$ cat src/rtl/latch_id_ex_skid_if.sv
// ID/EX handshake bundle: valid/ready plus the decoded instruction payload.
// The producer side uses the master modport, the consumer side the slave modport.
interface latch_id_ex_skid_if #(
  parameter int OPERATOR_WIDTH = 8,
  parameter int CATEGORY_WIDTH = 3,
  parameter int DATA_WIDTH     = 32,
  parameter int ADDRESS_WIDTH  = 5
);
  logic                      valid;
  logic                      ready;
  logic [OPERATOR_WIDTH-1:0] operator;
  logic [CATEGORY_WIDTH-1:0] category;
  logic [DATA_WIDTH-1:0]     operand_a;
  logic [DATA_WIDTH-1:0]     operand_b;
  logic                      register_write_enable;
  logic [ADDRESS_WIDTH-1:0]  register_write_address;

  modport master (
    output valid, operator, category, operand_a, operand_b,
           register_write_enable, register_write_address,
    input  ready
  );

  modport slave (
    input  valid, operator, category, operand_a, operand_b,
           register_write_enable, register_write_address,
    output ready
  );
endinterface

$ cat src/rtl/latch_id_ex_skid.sv
// ID->EX pipeline latch with a one-entry skid buffer.
// id.ready depends only on occupancy and reset, so upstream never sees a
// combinational path from ex.ready; the skid entry absorbs the one
// instruction that arrives on the cycle back-pressure is first seen.
//
// state | meaning
// EMPTY | neither register valid, ex payload held at zero
// ONE   | main register valid and driving ex
// FULL  | main and skid valid, upstream stalled
module latch_id_ex_skid #(
  parameter int OPERATOR_WIDTH = 8,
  parameter int CATEGORY_WIDTH = 3,
  parameter int DATA_WIDTH     = 32,
  parameter int ADDRESS_WIDTH  = 5,
  parameter int COUNTER_WIDTH  = 16
) (
  input  logic                     clock,
  input  logic                     reset,
  input  logic                     flush,
  latch_id_ex_skid_if.slave        id,
  latch_id_ex_skid_if.master       ex,
  output logic [COUNTER_WIDTH-1:0] stall_cycles
);

  localparam int PW = OPERATOR_WIDTH + CATEGORY_WIDTH + 2 * DATA_WIDTH + 1 + ADDRESS_WIDTH;

  localparam logic [1:0] EMPTY = 2'd0;
  localparam logic [1:0] ONE   = 2'd1;
  localparam logic [1:0] FULL  = 2'd2;

  logic [1:0]    state;
  logic [PW-1:0] main_q;
  logic [PW-1:0] skid_q;
  logic [PW-1:0] in_word;
  logic          in_xfer;
  logic          out_xfer;

  assign in_word = {id.operator, id.category, id.operand_a, id.operand_b,
                    id.register_write_enable, id.register_write_address};

  assign {ex.operator, ex.category, ex.operand_a, ex.operand_b,
          ex.register_write_enable, ex.register_write_address} = main_q;

  assign id.ready = reset && (state != FULL);
  assign ex.valid = (state == ONE) || (state == FULL);
  assign in_xfer  = id.valid && id.ready;
  assign out_xfer = ex.valid && ex.ready;

  // Occupancy FSM and payload registers; main is zeroed whenever the block empties.
  always_ff @(posedge clock) begin
    if (!reset || flush) begin
      state  <= EMPTY;
      main_q <= '0;
      skid_q <= '0;
    end else begin
      case (state)
        EMPTY: begin
          if (in_xfer) begin
            main_q <= in_word;
            state  <= ONE;
          end
        end
        ONE: begin
          if (in_xfer && out_xfer) begin
            main_q <= in_word;
          end else if (in_xfer) begin
            skid_q <= in_word;
            state  <= FULL;
          end else if (out_xfer) begin
            main_q <= '0;
            state  <= EMPTY;
          end
        end
        FULL: begin
          if (out_xfer) begin
            main_q <= skid_q;
            skid_q <= '0;
            state  <= ONE;
          end
        end
        default: begin
          state  <= EMPTY;
          main_q <= '0;
          skid_q <= '0;
        end
      endcase
    end
  end

  // Saturating back-pressure counter; flush deliberately leaves it alone.
  always_ff @(posedge clock) begin
    if (!reset) begin
      stall_cycles <= '0;
    end else if (ex.valid && !ex.ready && (stall_cycles != {COUNTER_WIDTH{1'b1}})) begin
      stall_cycles <= stall_cycles + 1'b1;
    end
  end

endmodule

$ cat src/flat_wrapper.sv
// flat-port wrapper written by rule: the top's interface ports become plain ports
module latch_id_ex_skid_flat 
#(
  parameter int OPERATOR_WIDTH = 8,
  parameter int CATEGORY_WIDTH = 3,
  parameter int DATA_WIDTH     = 32,
  parameter int ADDRESS_WIDTH  = 5,
  parameter int COUNTER_WIDTH  = 16
)
  (clock, reset, flush, stall_cycles, id_valid, id_operator, id_category, id_operand_a, id_operand_b, id_register_write_enable, id_register_write_address, id_ready, ex_valid, ex_operator, ex_category, ex_operand_a, ex_operand_b, ex_register_write_enable, ex_register_write_address, ex_ready);
  latch_id_ex_skid_if #(.OPERATOR_WIDTH(OPERATOR_WIDTH), .CATEGORY_WIDTH(CATEGORY_WIDTH), .DATA_WIDTH(DATA_WIDTH), .ADDRESS_WIDTH(ADDRESS_WIDTH)) id_i ();
  latch_id_ex_skid_if #(.OPERATOR_WIDTH(OPERATOR_WIDTH), .CATEGORY_WIDTH(CATEGORY_WIDTH), .DATA_WIDTH(DATA_WIDTH), .ADDRESS_WIDTH(ADDRESS_WIDTH)) ex_i ();
  input  logic clock;
  input  logic reset;
  input  logic flush;
  output logic [COUNTER_WIDTH-1:0] stall_cycles;
  input wire logic [$bits(id_i.valid)-1:0] id_valid;
  input wire logic [$bits(id_i.operator)-1:0] id_operator;
  input wire logic [$bits(id_i.category)-1:0] id_category;
  input wire logic [$bits(id_i.operand_a)-1:0] id_operand_a;
  input wire logic [$bits(id_i.operand_b)-1:0] id_operand_b;
  input wire logic [$bits(id_i.register_write_enable)-1:0] id_register_write_enable;
  input wire logic [$bits(id_i.register_write_address)-1:0] id_register_write_address;
  output wire logic [$bits(id_i.ready)-1:0] id_ready;
  output wire logic [$bits(ex_i.valid)-1:0] ex_valid;
  output wire logic [$bits(ex_i.operator)-1:0] ex_operator;
  output wire logic [$bits(ex_i.category)-1:0] ex_category;
  output wire logic [$bits(ex_i.operand_a)-1:0] ex_operand_a;
  output wire logic [$bits(ex_i.operand_b)-1:0] ex_operand_b;
  output wire logic [$bits(ex_i.register_write_enable)-1:0] ex_register_write_enable;
  output wire logic [$bits(ex_i.register_write_address)-1:0] ex_register_write_address;
  input wire logic [$bits(ex_i.ready)-1:0] ex_ready;
  assign id_i.valid = id_valid;
  assign id_i.operator = id_operator;
  assign id_i.category = id_category;
  assign id_i.operand_a = id_operand_a;
  assign id_i.operand_b = id_operand_b;
  assign id_i.register_write_enable = id_register_write_enable;
  assign id_i.register_write_address = id_register_write_address;
  assign id_ready = id_i.ready;
  assign ex_valid = ex_i.valid;
  assign ex_operator = ex_i.operator;
  assign ex_category = ex_i.category;
  assign ex_operand_a = ex_i.operand_a;
  assign ex_operand_b = ex_i.operand_b;
  assign ex_register_write_enable = ex_i.register_write_enable;
  assign ex_register_write_address = ex_i.register_write_address;
  assign ex_i.ready = ex_ready;
  latch_id_ex_skid #(.OPERATOR_WIDTH(OPERATOR_WIDTH), .CATEGORY_WIDTH(CATEGORY_WIDTH), .DATA_WIDTH(DATA_WIDTH), .ADDRESS_WIDTH(ADDRESS_WIDTH), .COUNTER_WIDTH(COUNTER_WIDTH)) u_core (.clock(clock), .reset(reset), .flush(flush), .id(id_i), .ex(ex_i), .stall_cycles(stall_cycles));
endmodule
$ cat config.mk
export PLATFORM = sky130hd
export DESIGN_NAME = latch_id_ex_skid_flat
export DESIGN_NICKNAME = d
export VERILOG_FILES = /design/src/rtl/latch_id_ex_skid_if.sv /design/src/rtl/latch_id_ex_skid.sv /design/src/flat_wrapper.sv
export SDC_FILE = /design/constraint.sdc
export NUM_CORES = 1
export LEC_CHECK = 0
export ABC_CLOCK_PERIOD_IN_PS = 2700
export BUFFER_PORTS_ARGS = -buffer_cell sky130_fd_sc_hd__buf_4
export CAP_MARGIN = 20
export CORE_ASPECT_RATIO = 1.25
export CORE_MARGIN = 1.5
export CORE_UTILIZATION = 30
export CTS_CLUSTER_SIZE = 25
export DETAILED_ROUTE_END_ITERATION = 10
export PLACE_DENSITY_LB_ADDON = 0.05
export SYNTH_ARGS = -nofsm -noshare
export SYNTH_HDL_FRONTEND = slang
export SYNTH_SLANG_ARGS = --single-unit
$ cat constraint.sdc
create_clock -name clock -period 2.7 [get_ports clock]
set_clock_uncertainty 0.1 [all_clocks]
set_input_delay 0.27 -clock clock [delete_from_list [all_inputs] [get_ports clock]]
set_output_delay 0.27 -clock clock [all_outputs]
set_load 0.1 [all_outputs]
==> metrics.csv, run 1 <==
stage,metric,value,unit
power,pwr-share-seq,0.418,
yosys,syn_avg_cell_area,8.30,um^2
sta,fin_crit_sh,0.901,
power,power_density,579,nW/um^2
place,port_buffers,184,
power,power.leakage,3.89,nW
route,drc_errors,0,
place,gp_congestion,0.719,
route,dr.pass1.iters,5,
sta,finalSetupViolations,0,
power,max-vdd-ir-drop,385,uV
floorplanning,top_level_ports,185,
worst_setup_path,critPathMaxStageDelay,0.45,ns
global_routing,grt_pass1_vias,8676,
layout,syn_to_final_growth,26.6,%
global_routing,grt_overflow,0,
worst_setup_path,worstPathArrival,2.06,ns
power,power.share.switching,0.319,
yosys,seq_area_frac_synth,0.405,
yosys,yosysWarnings,0,
floorplanning,die_h,195,um
cts,cts-buffers-inserted,17,
global_routing,grt_use_total,0.211,
route,routed_wl,32600,um
worst_setup_path,path_max_fanout,25,
sta,max-slew-margin-rel,0.441,
cts,root_buffer,clkbuf_16,
cts,ctsResizeCount,0,
yosys,ys_ff_latch,180,
yosys,syn-instance-count,1071,
yosys,synth_edf_count,0,
route,via_per_inst,5.74,
worst_setup_path,cp_common_cell,buf_4,
route,wl_per_cell,20.6,um
power,clockPowerShare,0.397,
power,netSwitchingPower,0.00208,W
power,p_total,0.00652,W
place,placed_cells,1551,
cts,postCtsHoldBufs,1,
cts,cts_sinks,180,
floorplanning,row_count,70,
cts,clk_pin_slew,0.08,ns
cts,clockBufferDepth,2,
sta,setup_tns,0,ns
route,via_count,9085,
sta,worst_slack,0.267,ns
layout,final_core_util,0.385,
place,post-dp-hpwl,19700,um
run_status,status,completed,
cts,clock_latency,0.43,ns
route,drt_iter0_markers,639,
route,ant_nets,0,
worst_setup_path,cp-start-kind,flop,
yosys,ys.flop_type,dfxtp_1,
power,pwr-share-comb,0.185,
layout,drive_above_1_share,0.275,
layout,final_cells,1584,
cts,htree_levels,4,
sta,slew_viol_final,0,
worst_setup_path,crit_path_end_kind,output port,
global_routing,grt_antenna_before_repair,0,
worst_setup_path,crit_chain,"inv_1, ha_4, buf_4, buf_4",
cts,cts_tree,yes,
floorplanning,coreArea,29300,um^2
global_routing,grt_max_degree,90,
sta,rsz0062_at_grt,false,
yosys,synth_area,8890,um^2
layout,diodes,0,
worst_setup_path,critical_path_required,2.33,ns
floorplanning,die_w,157,um
hold_path,min_path_type,in2reg,
power,intPower,0.00444,W
worst_setup_path,critPathSlowestCell,dfxtp_1,
run,cap_violations,0,
sta,min_period,2.43,ns
yosys,async_reset_ff_frac,0,
sta,worst_pin_slew,0.839,ns
worst_setup_path,crit_type,reg2out,
place,place_ws,0.326,ns
global_routing,grt_pass1_wl,51000,um
sta,fmax,411,MHz
floorplanning,die_area,30700,um^2
floorplanning,start_util,0.304,
sta,hold_viol,0,
layout,nets,1267,
cts,postCtsSetupBuffers,0,
yosys,synth_cell_types,46,
layout,nFillCells,3076,
yosys,synth_nets,1163,
-- through the flow --
step	hold WS, ns	area, um^2
after detailed placement	0.366	10700
after floorplan	0.324	8900
after global placement	0.359	10700
after CTS	0.0102	11300
final	0.0243	11300
after global routing	0.0225	11300
-- Yosys cell counts, types with 6 or more instances --
library cell,number,area (um^2)
inv_1,7,26.3
or3_1,6,37.5
nor2_1,57,214
nand4_1,165,1030
a21oi_1,89,445
clkbuf_1,108,405
buf_2,12,60.1
o21ai_0,170,851
buf_1,6,22.5
a22oi_2,30,375
nand2b_1,7,43.8
ha_1,6,75.1
nor2_2,30,188
dfxtp_1,180,3600
buf_6,9,101
a22oi_1,132,991
nand2_1,10,37.5
nand3_1,8,40.0
-- cell usage in the layout, fill, tap and decap left out, types with 3 or more instances in the layout --
master / n
o211ai_1: 3
buf_12: 10
buf_4: 209
inv_1: 7
o21ai_0: 170
clkbuf_16: 17
a22oi_2: 30
nand2b_1: 6
a21oi_1: 88
dfxtp_1: 178
nand3_1: 8
ha_4: 3
nor2_2: 31
or3_1: 6
a22oi_1: 132
nand2_1: 10
nor2_1: 56
nand4_1: 165
inv_6: 4
clkinv_4: 4
ha_1: 3
or4_1: 3
mux2i_1: 5
-- path summary, 6_finish.rpt --
check / startpoint / to / slack (ns) / depth (start not counted)
min reg2reg: u_core.skid_q[79] / u_core.skid_q[79] / 0.38 / 2
max: u_core.state[0] / ex_valid / 0.27 / 4
min: id_operand_b[31] / u_core.skid_q[37] / 0.02 / 3
max reg2reg: u_core.state[0] / u_core.main_q[32] / 0.32 / 7
-- power by group through the flow --
stage	clock network, W	registers, W	logic (W)
3_3_place_gp	0	0.00279	0.00121
3_5_place_dp	0	0.00279	0.00121
5_1_grt	0.00276	0.00273	0.00129
6_report	0.00259	0.00273	0.00121
2_1_floorplan	0	0.00306	0.000521
4_1_cts	0.00264	0.00273	0.00122
-- logic make-up (layout without fill, tap and decap cells) --
family,count (synthesis),in the layout,share of synthesized area
AOI/OAI and AO/OA,439,439,0.319
buffers and inverters,143,260,0.0697
DFF,180,180,0.405
and+or+nand+nor,297,297,0.191
xor gates and xnor gates,1,1,0.000985
muxes,5,5,0.00563
adders and majority gates,6,6,0.00844
-- per-layer routing --
layer / track usage / part of all wire / vias to the layer above
li1: - / - / 4314
met1: 0.289 / 0.46 / 4453
met2: 0.340 / 0.48 / 292
met3: 0.0304 / 0.047 / 26
met4: 0.0617 / 0.015 / 0
met5: 0 / 0 / -
-- worst max-delay path: cells and delay by family, from the launching register on --
kind | cells | cell delay (ns)
flip-flops | 1 | 0.45
adder cells (fa/ha/maj) | 1 | 0.35
buffers and inverters | 3 | 0.83
-- final cells by class --
class / count / area (um^2) / area share
multi-input cells: 748 / 4750 / 0.422
clock inverters: 13 / 150 / 0.0133
well taps: 396 / 495 / 0.0440
inverters: 8 / 30.0 / 0.00267
clock buffers: 19 / 443 / 0.0394
repair buffers: 220 / 1780 / 0.158
flip-flops and latches: 180 / 3610 / 0.320
-- sequential cells by signal, indices dropped and copies added, names as in the netlist --
register,count
u_core.state,2
u_core.skid_q,81
u_core.main_q,81
u_core.stall_cycles,16
No activity file was read; power rests on OpenSTA's default activity.
==> inputs of run 2 (changes only) <==
--- a/config.mk
+++ b/config.mk
@@ -8,6 +8,8 @@
 export ABC_CLOCK_PERIOD_IN_PS = 2700
 export BUFFER_PORTS_ARGS = -buffer_cell sky130_fd_sc_hd__buf_4
 export CAP_MARGIN = 20
+export CELL_PAD_IN_SITES_DETAIL_PLACEMENT = 1
+export CELL_PAD_IN_SITES_GLOBAL_PLACEMENT = 1
 export CORE_ASPECT_RATIO = 1.25
 export CORE_MARGIN = 1.5
 export CORE_UTILIZATION = 30
==> metrics.csv, run 2 (synthesis results as in run 1) <==
stage,metric,value,unit,change
worst_setup_path,critical_path.endpoint,u_core.main_q[65],,
route,drt_iter0_markers,599,,-6.3%
cts,postCtsSetupBuffers,0,,unchanged
worst_setup_path,crit_path_end_kind,flop,,
hold_path,hold_depth,3,,unchanged
route,routed_wl,34000,um,+4.4%
route,dr.pass1.iters,5,,unchanged
global_routing,grt_antenna_before_repair,0,,unchanged
sta,slew_viol_final,0,,unchanged
cts,cts_tree,yes,,
place,port_buffers,184,,unchanged
sta,fin_crit_sh,0.925,,+0.0238
floorplanning,start_util,0.304,,unchanged
cts,cts-buffers-inserted,17,,unchanged
cts,htree_levels,4,,unchanged
worst_setup_path,startpoint,u_core.state[0],,
floorplanning,top_level_ports,185,,unchanged
worst_setup_path,reg2reg_from,u_core.state[0],,
sta,rsz0062_at_grt,false,,
cts,cts_sinks,180,,unchanged
hold_path,min_path_type,in2reg,,
worst_setup_path,path_max_fanout,18,,-28%
sta,min_period,2.50,ns,+0.0643 ns
sta,max-slew-margin-rel,0.509,,+0.0682
sta,setup_tns,0,ns,unchanged
place,gp_congestion,0.729,,+1.3%
cts,root_buffer,clkbuf_16,,
cts,ctsResizeCount,0,,unchanged
power,max-vdd-ir-drop,295,uV,-23%
layout,nets,1265,,-0.16%
sta,worst_pin_slew,0.737,ns,-0.102 ns
layout,drive_above_1_share,0.272,,-0.00291
sta,hold_viol,0,,unchanged
floorplanning,die_h,195,um,unchanged
cts,clockBufferDepth,2,,unchanged
worst_setup_path,crit_type,reg2reg,,
route,ant_nets,0,,unchanged
global_routing,grt_use_total,0.225,,+0.0140
power,power_density,609,nW/um^2,+5.1%
sta,whs,0.0252,ns,+0.000878 ns
layout,diodes,0,,unchanged
layout,final_common_cell,buf_4,,
power,power.leakage,3.93,nW,+1.1%
global_routing,grt_overflow,0,,unchanged
sta,fmax,400,MHz,-2.6%
global_routing,grt_max_degree,143,,+59%
floorplanning,row_count,70,,unchanged
route,via_count,9067,,-0.20%
layout,most-common-layout-cells,"buf_4, dfxtp_1, o21ai_0, nand4_1, a22oi_1",,
run_status,status,completed,,
place,post-dp-hpwl,19800,um,about the same
worst_setup_path,cp-start-kind,flop,,
route,wl_per_cell,21.5,um,+4.5%
route,via_per_inst,5.73,,about the same
floorplanning,coreArea,29300,um^2,unchanged
run,cap_violations,0,,unchanged
worst_setup_path,critical_path_required,2.98,ns,+0.65 ns
worst_setup_path,reg2regPathDepth,7,,unchanged
route,drc_errors,0,,unchanged
layout,syn_to_final_growth,27.4,%,
cts,clock_latency,0.44,ns,about the same
cts,clk_pin_slew,0.07,ns,about the same
layout,nFillCells,3492,,+14%
floorplanning,die_area,30700,um^2,unchanged
worst_setup_path,r2r_slack,0.20,ns,-0.12 ns
worst_setup_path,worstPathArrival,2.77,ns,+0.71 ns
global_routing,grt_pass1_wl,54000,um,+5.7%
worst_setup_path,r2r_end,u_core.main_q[65],,
global_routing,grt_pass1_vias,9209,,+6.1%
floorplanning,die_w,157,um,unchanged
sta,finalSetupViolations,0,,unchanged
layout,top_regs,"u_core.main_q: 81 flops, u_core.skid_q: 81 flops, u_core.stall_cycles: 16 flops",,
==> run 2: cell types whose count changed in the layout (fill, tap and decap cells not counted), sizes merged <==
| cell | delta |
|---|---|
| buf | -2 |
| clkinv | -3 |
| bufinv | +4 |
| clkinvlp | -2 |
| clkbuf | +5 |
| inv | -4 |
==> run 2: metrics by stage <==
step | instances | total power [W] | instance area, um^2 | util | setup WS (ns)
floorplan | 1071 | 0.00358 | 8900 | - | 0.0609
global placement | 1549 | 0.00400 | 10600 | 0.364 | 0.295
detailed placement | 1549 | 0.00401 | 10600 | 0.364 | 0.220
CTS | 1582 | 0.00700 | 11300 | 0.387 | 0.209
global route | 1582 | 0.00716 | 11300 | 0.387 | 0.00673
finish | 1582 | 0.00690 | 11300 | 0.387 | 0.203
==> run 2: how the worst min path moves through the flow <==
stage,start,end,slack [ns]
finish,id_operand_b[22],u_core.skid_q[28],0.03
global route,id_operand_b[27],u_core.skid_q[33],0.02
CTS,id_operand_b[22],u_core.skid_q[28],0.003
detailed placement,u_core.skid_q[21],u_core.skid_q[21],0.37
global placement,u_core.skid_q[9],u_core.skid_q[9],0.36
floorplan,id_operand_a[13],u_core.skid_q[51],0.32
==> run 2: power by group <==
group / switching (W) / internal [W]
sequential: 0.0000306 / 0.00270
clock: 0.00112 / 0.00184
combinational: 0.000882 / 0.000334
==> run 2: routing by layer <==
layer | share of wire | global-route usage | wire (um) | vias up
met1 | 0.46 | 0.299 | 15800 | 4544
li1 | - | - | - | 4302
met5 | 0 | 0 | 0 | -
met2 | 0.49 | 0.375 | 16500 | 197
met3 | 0.039 | 0.0357 | 1310 | 24
met4 | 0.012 | 0.0586 | 416 | 0
==> run 2: final cells by class <==
cell class / count / area, um^2 / share of cell area
Timing Repair Buffer: 218 / 1760 / 0.156
Multi-Input combinational cell: 748 / 4750 / 0.419
Sequential cell: 180 / 3610 / 0.318
Clock inverter: 8 / 194 / 0.0171
Clock buffer: 24 / 492 / 0.0434
Tap cell: 396 / 495 / 0.0437
Inverter: 8 / 30.0 / 0.00265
==> run 2: critical path, cell delays in order, from the launching register on <==
cell and delay, ns:
dfxtp_1 0.46, inv_1 0.16, ha_4 0.28, nand3b_4 0.27, a2111oi_4 0.59, buf_4 0.37, a22oi_2 0.09, nor2_2 0.10
==> run 2: timing repair <==
item | in CTS | in global routing
hold buffers | 1 | 0
endpoints found under the hold margin | 1 | 0
setup endpoints to repair | 0 | 0
==> inputs of run 3 (changes only) <==
--- a/config.mk
+++ b/config.mk
@@ -5,6 +5,7 @@
 export SDC_FILE = /design/constraint.sdc
 export NUM_CORES = 1
 export LEC_CHECK = 0
+export ABC_AREA = 1
 export ABC_CLOCK_PERIOD_IN_PS = 2700
 export BUFFER_PORTS_ARGS = -buffer_cell sky130_fd_sc_hd__buf_4
 export CAP_MARGIN = 20
==> metrics.csv, run 3 <==
stage,metric,value,unit,change
run_status,status,completed,,
cts,clk_pin_slew,0.07,ns,about the same
cts,postCtsSetupBuffers,0,,unchanged
layout,syn_to_final_growth,27.6,%,
yosys,syn_avg_cell_area,6.22,um^2,-25%
worst_setup_path,crit_chain,"inv_1, ha_4, buf_12, nor2_1, buf_4",,
global_routing,grt_overflow,0,,unchanged
cts,cts-buffers-inserted,17,,unchanged
global_routing,grt_max_degree,83,,-42%
worst_setup_path,cp-start-kind,flop,,
yosys,yosys.area.top_type,dfxtp_1,,
floorplanning,coreArea,28700,um^2,-2.0%
yosys,seq_area_frac_synth,0.410,,+0.00467
worst_setup_path,critical_path_required,2.33,ns,-0.65 ns
floorplanning,die_area,30300,um^2,-1.1%
layout,top_regs,"u_core.main_q: 81 flops, u_core.skid_q: 81 flops, u_core.stall_cycles: 16 flops",,
worst_setup_path,worstPathArrival,2.07,ns,-0.70 ns
run,cap_violations,0,,unchanged
worst_setup_path,critPathMaxStageDelay,0.43,ns,-0.16 ns
yosys,synth_cell_types,23,,-50%
route,drt_iter0_markers,346,,-42%
route,drc_errors,0,,unchanged
worst_setup_path,crit_type,reg2out,,
layout,final_cells,1946,,+23%
yosys,synth_edf_count,0,,unchanged
hold_path,min_path_type,in2reg,,
layout,regArea,3600,um^2,about the same
floorplanning,start_util,0.307,,+0.00273
cts,cts_sinks,180,,unchanged
yosys,synth.area.top_cells,"dfxtp_1, nand2_1, nand3_1",,
layout,drive_above_1_share,0.160,,-0.112
layout,multiInputGateArea,4720,um^2,-0.66%
worst_setup_path,crit_path_end_kind,output port,,
sta,finalSetupViolations,0,,unchanged
yosys,syn-instance-count,1413,,+32%
place,place_ws,0.424,ns,+0.204 ns
power,power.leakage,4.50,nW,+14%
global_routing,grt_pass1_vias,8967,,-2.6%
layout,nets,1633,,+29%
power,power_density,592,nW/um^2,-2.8%
floorplanning,die_w,156,um,-0.56%
floorplanning,top_level_ports,185,,unchanged
place,placed_cells,1912,,+23%
power,max-vdd-ir-drop,324,uV,+9.8%
route,dr.pass1.iters,4,,-1
route,via_count,9157,,+0.99%
cts,clockBufferDepth,2,,unchanged
layout,most-common-layout-cells,"nand2_1, buf_4, nor2_1, dfxtp_1, nand3_1",,
layout,final_common_cell,nand2_1,,
sta,min_period,2.44,ns,-0.0582 ns
cts,clock_latency,0.43,ns,about the same
yosys,yosysWarnings,0,,unchanged
sta,fmax,410,MHz,+2.4%
sta,max-slew-margin-rel,0.578,,+0.0692
route,ant_nets,0,,unchanged
global_routing,grt_antenna_before_repair,2,,+2
global_routing,grt_pass1_wl,46600,um,-14%
sta,worst_slack,0.261,ns,+0.0582 ns
yosys,ys_ff_latch,180,,unchanged
yosys,netlist.area_leader.share,0.410,,+0.00467
floorplanning,row_count,69,,-1.4%
place,post-dp-hpwl,17800,um,-10%
cts,cts_tree,yes,,
worst_setup_path,path_max_fanout,82,,+64
global_routing,grt_use_total,0.191,,-0.0333
cts,ctsResizeCount,0,,unchanged
sta,worst_pin_slew,0.633,ns,-0.104 ns
sta,rsz0062_at_grt,false,,
route,wl_per_cell,14.6,um,-32%
yosys,synth_nets,1505,,+29%
cts,htree_levels,4,,unchanged
place,gp_congestion,0.739,,+1.4%
yosys,synthTopCellsByCount,"nand2_1, nor2_1, dfxtp_1",,
layout,nFillCells,3737,,+7.0%
place,port_buffers,184,,unchanged
route,routed_wl,28400,um,-17%
route,via_per_inst,4.71,,-18%
sta,slew_viol_final,0,,unchanged
cts,root_buffer,clkbuf_16,,
yosys,synth_area,8790,um^2,-1.1%
sta,setup_tns,0,ns,unchanged
yosys,ys.flop_type,dfxtp_1,,
yosys,yosys.cell_count.top_type,nand2_1,,
floorplanning,die_h,194,um,-0.56%
cts,postCtsHoldBufs,0,,-1
sta,hold_viol,0,,unchanged
yosys,async_reset_ff_frac,0,,unchanged
sta,fin_crit_sh,0.903,,-0.0215
worst_setup_path,critPathSlowestCell,dfxtp_1,,
[run 3: cell types whose count changed in the layout (fill, tap and decap cells not counted), sizes merged, moves of 6 or more]
cell / previous run / this run
nand2: 10 / 630
nand3: 8 / 175
buf: 217 / 206
or3: 6 / 0
o21ai: 171 / 4
inv: 7 / 26
clkbuf: 24 / 18
nor2: 87 / 195
nand2b: 7 / 0
nand4: 165 / 4
a22oi: 162 / 0
[run 3: area by class of cell]
cell class | count | share of cell area
tap | 390 | 0.0435
timing repair buffer | 206 | 0.151
multi-input combinational | 1116 | 0.421
clock buffer | 18 | 0.0383
clock inverter | 14 | 0.0177
antenna | 2 | 0.000446
inverter | 20 | 0.00669
sequential | 180 | 0.321
[run 3: report_power, final]
part           switching [W]  internal [W]
logic               0.000801      0.000343
registers          0.0000398       0.00273
clock network        0.00116       0.00157
[run 3: logic make-up (layout without fill, tap and decap cells)]
family          after synthesis  after routing  share of synthesized area
simple gates               1006           1006                      0.461
flops                       180            180                      0.410
buf+inv                     117            258                     0.0589
compound gates               99             99                     0.0565
fa+ha+maj                     6              6                    0.00854
xor+xnor                      5              5                    0.00498
other cells                   0              2                          0
[run 3: layer usage]
| layer | share of wire | routed length, um | track usage | up-vias |
|---|---|---|---|---|
| met1 | 0.47 | 13400 | 0.242 | 4303 |
| met2 | 0.48 | 13600 | 0.331 | 125 |
| met4 | 0.013 | 375 | 0.0483 | 2 |
| met5 | 0.00039 | 11 | 0 | - |
| li1 | - | - | - | 4704 |
| met3 | 0.035 | 991 | 0.0370 | 23 |
[run 3: per-stage QoR]
stage	power [W]	util	hold WS, ns	area [um^2]
2_1_floorplan	0.00360	-	0.341	8790
3_3_place_gp	0.00398	0.369	0.353	10600
3_5_place_dp	0.00399	0.369	0.359	10600
4_1_cts	0.00676	0.391	0.0198	11200
5_1_grt	0.00697	0.391	0.0229	11200
6_report	0.00663	0.391	0.0423	11200
[run 3: path summary, 6_finish.rpt]
| path | from | endpoint | slack [ns] | depth (start not counted) |
|---|---|---|---|---|
| setup / recovery | u_core.state[0] | id_ready | 0.26 | 5 |
| hold / removal | reset | u_core.stall_cycles[14] | 0.04 | 3 |
| setup reg to reg | u_core.state[0] | u_core.skid_q[37] | 0.43 | 11 |
| hold reg to reg | u_core.main_q[45] | u_core.main_q[45] | 0.37 | 2 |
[run 3: worst max-delay path, delay by kind of cell (launching register included)]
family	cells	cell delay, ns
flops	1	0.43
simple gates	1	0.25
fa+ha+maj	1	0.21
buf+inv	3	0.74
